==> src/rtl/axis_arb_pkg.sv <==
// Shared types and constants for the AXIS packet arbiters.
// Optional statistics are enabled with macro ARB_PKT_STATS_EN.
package axis_arb_pkg;

    typedef enum logic [0:0] {
        ST_IDLE = 1'b0,
        ST_XFER = 1'b1
    } arb_state_t;

    localparam int CNT_W = 16;

endpackage

==> src/rtl/rr_pick.sv <==
// Combinational round-robin picker: first requester at or after ptr.
// Scans upward from ptr and wraps at NUM_SRC-1 back to 0.
module rr_pick #(
    parameter int NUM_SRC = 4,
    parameter int IDX_W   = $clog2(NUM_SRC)
) (
    input  logic [NUM_SRC-1:0] req,
    input  logic [IDX_W-1:0]   ptr,
    output logic               found,
    output logic [IDX_W-1:0]   idx
);

    logic [IDX_W:0] w_sum;

    // Walk offsets from farthest to nearest so the nearest hit wins.
    always_comb begin
        found = 1'b0;
        idx   = '0;
        w_sum = '0;
        for (int k = NUM_SRC - 1; k >= 0; k--) begin
            w_sum = {1'b0, ptr} + (IDX_W + 1)'(k);
            if (w_sum >= (IDX_W + 1)'(NUM_SRC)) begin
                w_sum = w_sum - (IDX_W + 1)'(NUM_SRC);
            end
            if (req[w_sum[IDX_W-1:0]]) begin
                found = 1'b1;
                idx   = w_sum[IDX_W-1:0];
            end
        end
    end

endmodule

==> src/rtl/axis_pkt_rr_arbiter.sv <==
// Packet-level round-robin arbiter in front of a packet-mode AXIS FIFO.
// Define ARB_PKT_STATS_EN to add per-source completed-packet counters.
module axis_pkt_rr_arbiter
    import axis_arb_pkg::*;
#(
    parameter int NUM_SRC = 4,
    parameter int DATA_W  = 32,
    parameter int KEEP_W  = DATA_W / 8,
    parameter int USER_W  = 1,
    parameter int IDX_W   = $clog2(NUM_SRC)
) (
    input  logic                      aclk,
    input  logic                      aresetn,
    input  logic [NUM_SRC-1:0]        s_axis_tvalid,
    output logic [NUM_SRC-1:0]        s_axis_tready,
    input  logic [NUM_SRC*DATA_W-1:0] s_axis_tdata,
    input  logic [NUM_SRC*KEEP_W-1:0] s_axis_tkeep,
    input  logic [NUM_SRC-1:0]        s_axis_tlast,
    input  logic [NUM_SRC*USER_W-1:0] s_axis_tuser,
    output logic                      m_axis_tvalid,
    input  logic                      m_axis_tready,
    output logic [DATA_W-1:0]         m_axis_tdata,
    output logic [KEEP_W-1:0]         m_axis_tkeep,
    output logic                      m_axis_tlast,
    output logic [USER_W-1:0]         m_axis_tuser,
    input  logic                      fifo_prog_full,
`ifdef ARB_PKT_STATS_EN
    output logic [NUM_SRC*CNT_W-1:0]  pkt_cnt,
`endif
    output logic                      grant_valid,
    output logic [IDX_W-1:0]          grant_idx
);

    arb_state_t       r_state;
    arb_state_t       w_state_nxt;
    logic [IDX_W-1:0] r_grant_idx;
    logic [IDX_W-1:0] r_ptr;
    logic [IDX_W-1:0] w_ptr_nxt;
    logic             w_found;
    logic [IDX_W-1:0] w_win;
    logic             w_xfer;
    logic             w_beat;
    logic             w_last_beat;
    logic             w_sel_valid;
    logic             w_sel_last;
    logic [DATA_W-1:0] w_sel_data;
    logic [KEEP_W-1:0] w_sel_keep;
    logic [USER_W-1:0] w_sel_user;

    rr_pick #(
        .NUM_SRC (NUM_SRC),
        .IDX_W   (IDX_W)
    ) u_pick (
        .req   (s_axis_tvalid),
        .ptr   (r_ptr),
        .found (w_found),
        .idx   (w_win)
    );

    always_comb begin
        w_sel_valid = 1'b0;
        w_sel_last  = 1'b0;
        w_sel_data  = '0;
        w_sel_keep  = '0;
        w_sel_user  = '0;
        for (int i = 0; i < NUM_SRC; i++) begin
            if (r_grant_idx == IDX_W'(i)) begin
                w_sel_valid = s_axis_tvalid[i];
                w_sel_last  = s_axis_tlast[i];
                w_sel_data  = s_axis_tdata[i*DATA_W +: DATA_W];
                w_sel_keep  = s_axis_tkeep[i*KEEP_W +: KEEP_W];
                w_sel_user  = s_axis_tuser[i*USER_W +: USER_W];
            end
        end
    end

    assign w_xfer      = (r_state == ST_XFER);
    assign w_beat      = m_axis_tvalid & m_axis_tready;
    assign w_last_beat = w_beat & m_axis_tlast;
    assign w_ptr_nxt   = (r_grant_idx == IDX_W'(NUM_SRC - 1)) ?
                         '0 : r_grant_idx + 1'b1;

    always_ff @(posedge aclk or negedge aresetn) begin
        if (!aresetn) begin
            r_state <= ST_IDLE;
        end else begin
            r_state <= w_state_nxt;
        end
    end

    // prog_full only gates new grants; an open packet always finishes.
    always_comb begin
        w_state_nxt = r_state;
        unique case (r_state)
            ST_IDLE: begin
                if (!fifo_prog_full && w_found) begin
                    w_state_nxt = ST_XFER;
                end
            end
            ST_XFER: begin
                if (w_last_beat) begin
                    w_state_nxt = ST_IDLE;
                end
            end
            default: w_state_nxt = ST_IDLE;
        endcase
    end

    always_comb begin
        grant_valid   = w_xfer;
        grant_idx     = r_grant_idx;
        m_axis_tvalid = w_xfer & w_sel_valid;
        m_axis_tlast  = w_xfer & w_sel_last;
        m_axis_tdata  = w_xfer ? w_sel_data : '0;
        m_axis_tkeep  = w_xfer ? w_sel_keep : '0;
        m_axis_tuser  = w_xfer ? w_sel_user : '0;
        s_axis_tready = '0;
        for (int i = 0; i < NUM_SRC; i++) begin
            s_axis_tready[i] = w_xfer & m_axis_tready &
                               (r_grant_idx == IDX_W'(i));
        end
    end

    always_ff @(posedge aclk or negedge aresetn) begin
        if (!aresetn) begin
            r_grant_idx <= '0;
            r_ptr       <= '0;
        end else begin
            if (r_state == ST_IDLE && w_state_nxt == ST_XFER) begin
                r_grant_idx <= w_win;
            end
            if (w_last_beat) begin
                r_ptr <= w_ptr_nxt;
            end
        end
    end

`ifdef ARB_PKT_STATS_EN
    logic [CNT_W-1:0] r_pkt_cnt [NUM_SRC];

    always_ff @(posedge aclk or negedge aresetn) begin
        if (!aresetn) begin
            for (int i = 0; i < NUM_SRC; i++) begin
                r_pkt_cnt[i] <= '0;
            end
        end else begin
            for (int i = 0; i < NUM_SRC; i++) begin
                if (w_last_beat && r_grant_idx == IDX_W'(i)) begin
                    r_pkt_cnt[i] <= r_pkt_cnt[i] + 1'b1;
                end
            end
        end
    end

    always_comb begin
        pkt_cnt = '0;
        for (int i = 0; i < NUM_SRC; i++) begin
            pkt_cnt[i*CNT_W +: CNT_W] = r_pkt_cnt[i];
        end
    end
`endif

endmodule
==> config.mk <==
export PLATFORM = sky130hd
export DESIGN_NAME = axis_pkt_rr_arbiter
export DESIGN_NICKNAME = d
export VERILOG_FILES = /design/src/rtl/axis_arb_pkg.sv /design/src/rtl/rr_pick.sv /design/src/rtl/axis_pkt_rr_arbiter.sv
export SDC_FILE = /design/constraint.sdc
export NUM_CORES = 1
export LEC_CHECK = 0
export ABC_AREA = 1
export BUFFER_PORTS_ARGS = -buffer_cell sky130_fd_sc_hd__buf_2
export CAP_MARGIN = 10
export CORE_AREA = 3 3 79 81
export DETAILED_ROUTE_END_ITERATION = 8
export DIE_AREA = 0 0 82 84
export PLACE_DENSITY_LB_ADDON = 0.2
export SYNTH_ARGS = -nofsm -noshare
export SYNTH_HDL_FRONTEND = slang
export SYNTH_SLANG_ARGS = --single-unit
==> constraint.sdc <==
create_clock -name aclk -period 1.9 [get_ports aclk]
set_input_delay 0.19 -clock aclk [delete_from_list [all_inputs] [get_ports aclk]]
set_output_delay 0.19 -clock aclk [all_outputs]
set_load 0.05 [all_outputs]
==> qor.yml <==
viasPerCell: 5.86
synth_cell_types: 23
cts-root-buf: "clkbuf_8"
crit_type: "flip-flop to output port"
post_drt_wl_per_cell_um: 19.8
syn-mean-instance-area_um2: 5.23
max_cap_violations: 0
synthTopCellsByArea: "a21oi_1 (21%), o21ai_1 (17%), o21ai_0 (13%), nor2_1 (9.5%), nand2_1 (7.5%)"
vias: 3947
grt_util_all_layers_pct: 33.7
status: "finished, violations left"
synth-seq-area-share_pct: 6.61
violations: "negative setup slack"
portBuffers: 205
synthTopCellsByCount: "a21oi_1 (79), o21ai_1 (66), o21ai_0 (50)"
cts_max_level: 1
grt_overflow: 0
antenna_found_initial: 0
slew_viol_final: 0
io_pins: 206
grt_max_degree: 25
crit_required_ns: 1.71
drt.antenna.violating_nets: 0
fin_crit_sh_pct: 109
synth_xor_area_share_pct: 0
finalSetupTns_ns: -2.25
synth_ff_type: "dfrtp_1"
hpwl_mm: 7.84
slowest_stage: "dfrtp_2"
ir_drop_uv: 2250
syn_nets: 526
drt-initial-drc-count: 251
drive_gt1_share_pct: 68.6
grt_pass1_wl_mm: 18.3
nFillCells: 251
syn_inst: 362
die-width_um: 82
die_h_um: 84
rsz0062_at_grt: "yes"
cp-end-kind: "output port"
grt_pass1_vias: 3726
drc_errors: 0
syn-cell-area_mm2: 0.00189
reg2reg_from: "grant_idx[1]"
synthMuxAreaShare_pct: 0
dr.pass1.iters: 5
ys_warn_count: 0
die_area_mm2: 0.00689
p_leak_nw: 2.25
hold_viol: 0
synth_top_family_by_area: "compound AO/OA/AOI/OAI gates"
cp_max_fo: 7
clk_latency_ns: 0.24
synthSimpleGateAreaFrac_pct: 24.3
synth_top_area_share_pct: 20.9
relSlewSlack_pct: 74.0
synth_top_cell_by_area: "a21oi_1"
diodes: 0
tritoncts: "built"
arrival_ns: 1.88
start_util_pct: 34.2
syn2layout_area_growth_pct: 155
clockBufferDepth: 2
synth_edf_count: 0
synth_most_common_cell: "a21oi_1"
core.rowCount: 27
worst_path_most_repeated_cell: "buf_6"
min_period_ns: 2.07
hold_class: "input pin to async pin"
area.sequential_um2: 128
synthAdderAreaFrac_pct: 2.64
path_cells: "inv_4 -> ha_4 -> buf_6 -> buf_6 -> a21oi_2 -> o21ai_1 -> o21ai_2 -> a21oi_4 -> buf_6"
crit_cells: 9
finalSetupViolations: 37
skew_ns: 0.00779
ys_ff_latch: 5
cts_buffers: 3
drt-total-wl_mm: 13.3
nNetsFinal: 766
setup_ws_ns: -0.165
cts.reportedPaths.clkPinSlew_ns: 0.04
cp-start-kind: "flip-flop"
path_buf_inv: 4
path_delay_family: "buffers and inverters"
synth_compound_area_share_pct: 52.6
power_density_mw_per_mm2: 2610
fmax_mhz: 484
critical-path-max-stage-delay_ns: 0.42
worst_pin_slew_ns: 0.391
cp-startpoint: "grant_idx[1]"
cts_sinks: 5
core_mm2: 0.00554
gp_congestion: 0.964
reg2reg_depth: 12
pre_cts_slack_ns: -0.0541
multi_input_area_mm2: 0.00227
ys_async_sr_fraction_pct: 100
[metal layers]
| metal | vias up | GRT usage [%] | share of wire, % | wire length [µm] |
|---|---|---|---|---|
| li1 | 1749 | - | - | - |
| met1 | 1826 | 36.1 | 34 | 4500 |
| met2 | 301 | 61.1 | 51 | 6770 |
| met3 | 71 | 7.56 | 9.9 | 1330 |
| met4 | 0 | 14.4 | 5.6 | 745 |
| met5 | - | 0 | 0 | 0 |
[path summary, 6_finish.rpt]
path	slack, ns	to
max in group asynchronous	1.44	grant_idx[0]
worst max-delay path	-0.17	m_axis_tdata[20]
min in group aclk	0.36	r_ptr[0]
worst max register to register	0.11	r_ptr[1]
worst min register to register	0.69	grant_idx[1]
worst min-delay path	0.30	r_ptr[1]
[report_power, final]
group,switching [mW],internal [mW]
sequential,0.0874,0.160
clock,0.0692,0.146
combinational,7.12,4.99
total,7.28,5.29
[registers in the layout (all words and copies together) (netlist names)]
name,count
r_ptr,2
grant_valid,1
grant_idx,2
[repair_timing]
item	CTS	global route
resized for setup	200	52
cloned	9	3
hold buffers	1	0
endpoints found under the setup margin	39	41
hold endpoints to repair	5	0
pin swaps	33	23
setup buffers	9	3
[layout by cell type (no fill, tap or decap), drive strengths merged]
master / n
a21oi: 79
nand2: 47
nand4: 1
o21ai: 116
buf: 264
o211ai: 2
dfrtp: 5
nor2: 49
ha: 4
dlygate4sd3: 1
clkbuf: 7
nand3: 9
and2: 1
inv: 16
[cell families (layout without fill, tap and decap cells)]
group,after synthesis,after routing
buf+inv,49,288
flops,5,5
compound gates,197,197
fa+ha+maj,4,4
simple gates,107,107
[metrics by stage]
| step | utilization, % | cell area (µm²) | hold slack [ns] | power, mW | cells |
|---|---|---|---|---|---|
| 3_3_place_gp | 65.9 | 3650 | 0.0182 | 8.86 | 647 |
| 3_5_place_dp | 65.9 | 3650 | 0.0173 | 8.98 | 647 |
| 5_1_grt | 87.0 | 4820 | 0.347 | 13.1 | 673 |
| 2_1_floorplan | - | 2350 | -0.106 | 7.09 | 362 |
| 6_report | 87.0 | 4820 | 0.300 | 12.6 | 673 |
| 4_1_cts | 83.5 | 4630 | 0.312 | 11.8 | 670 |
[cell type report]
cell class / count / area share [%]
inverter: 16 / 1.71
sequential: 5 / 2.65
timing repair buffer: 268 / 45.8
clock buffer: 4 / 0.935
tap: 72 / 1.87
multi-input combinational: 308 / 47.0
[worst register-to-register path, delay by kind of cell (launching register included)]
family          cells  cell delay (ns)
compound gates      2             0.18
fa+ha+maj           1             0.17
buf+inv             5             0.63
flops               1             0.42
simple gates        4             0.31
Note: power is estimated with default switching activity, not from simulation.
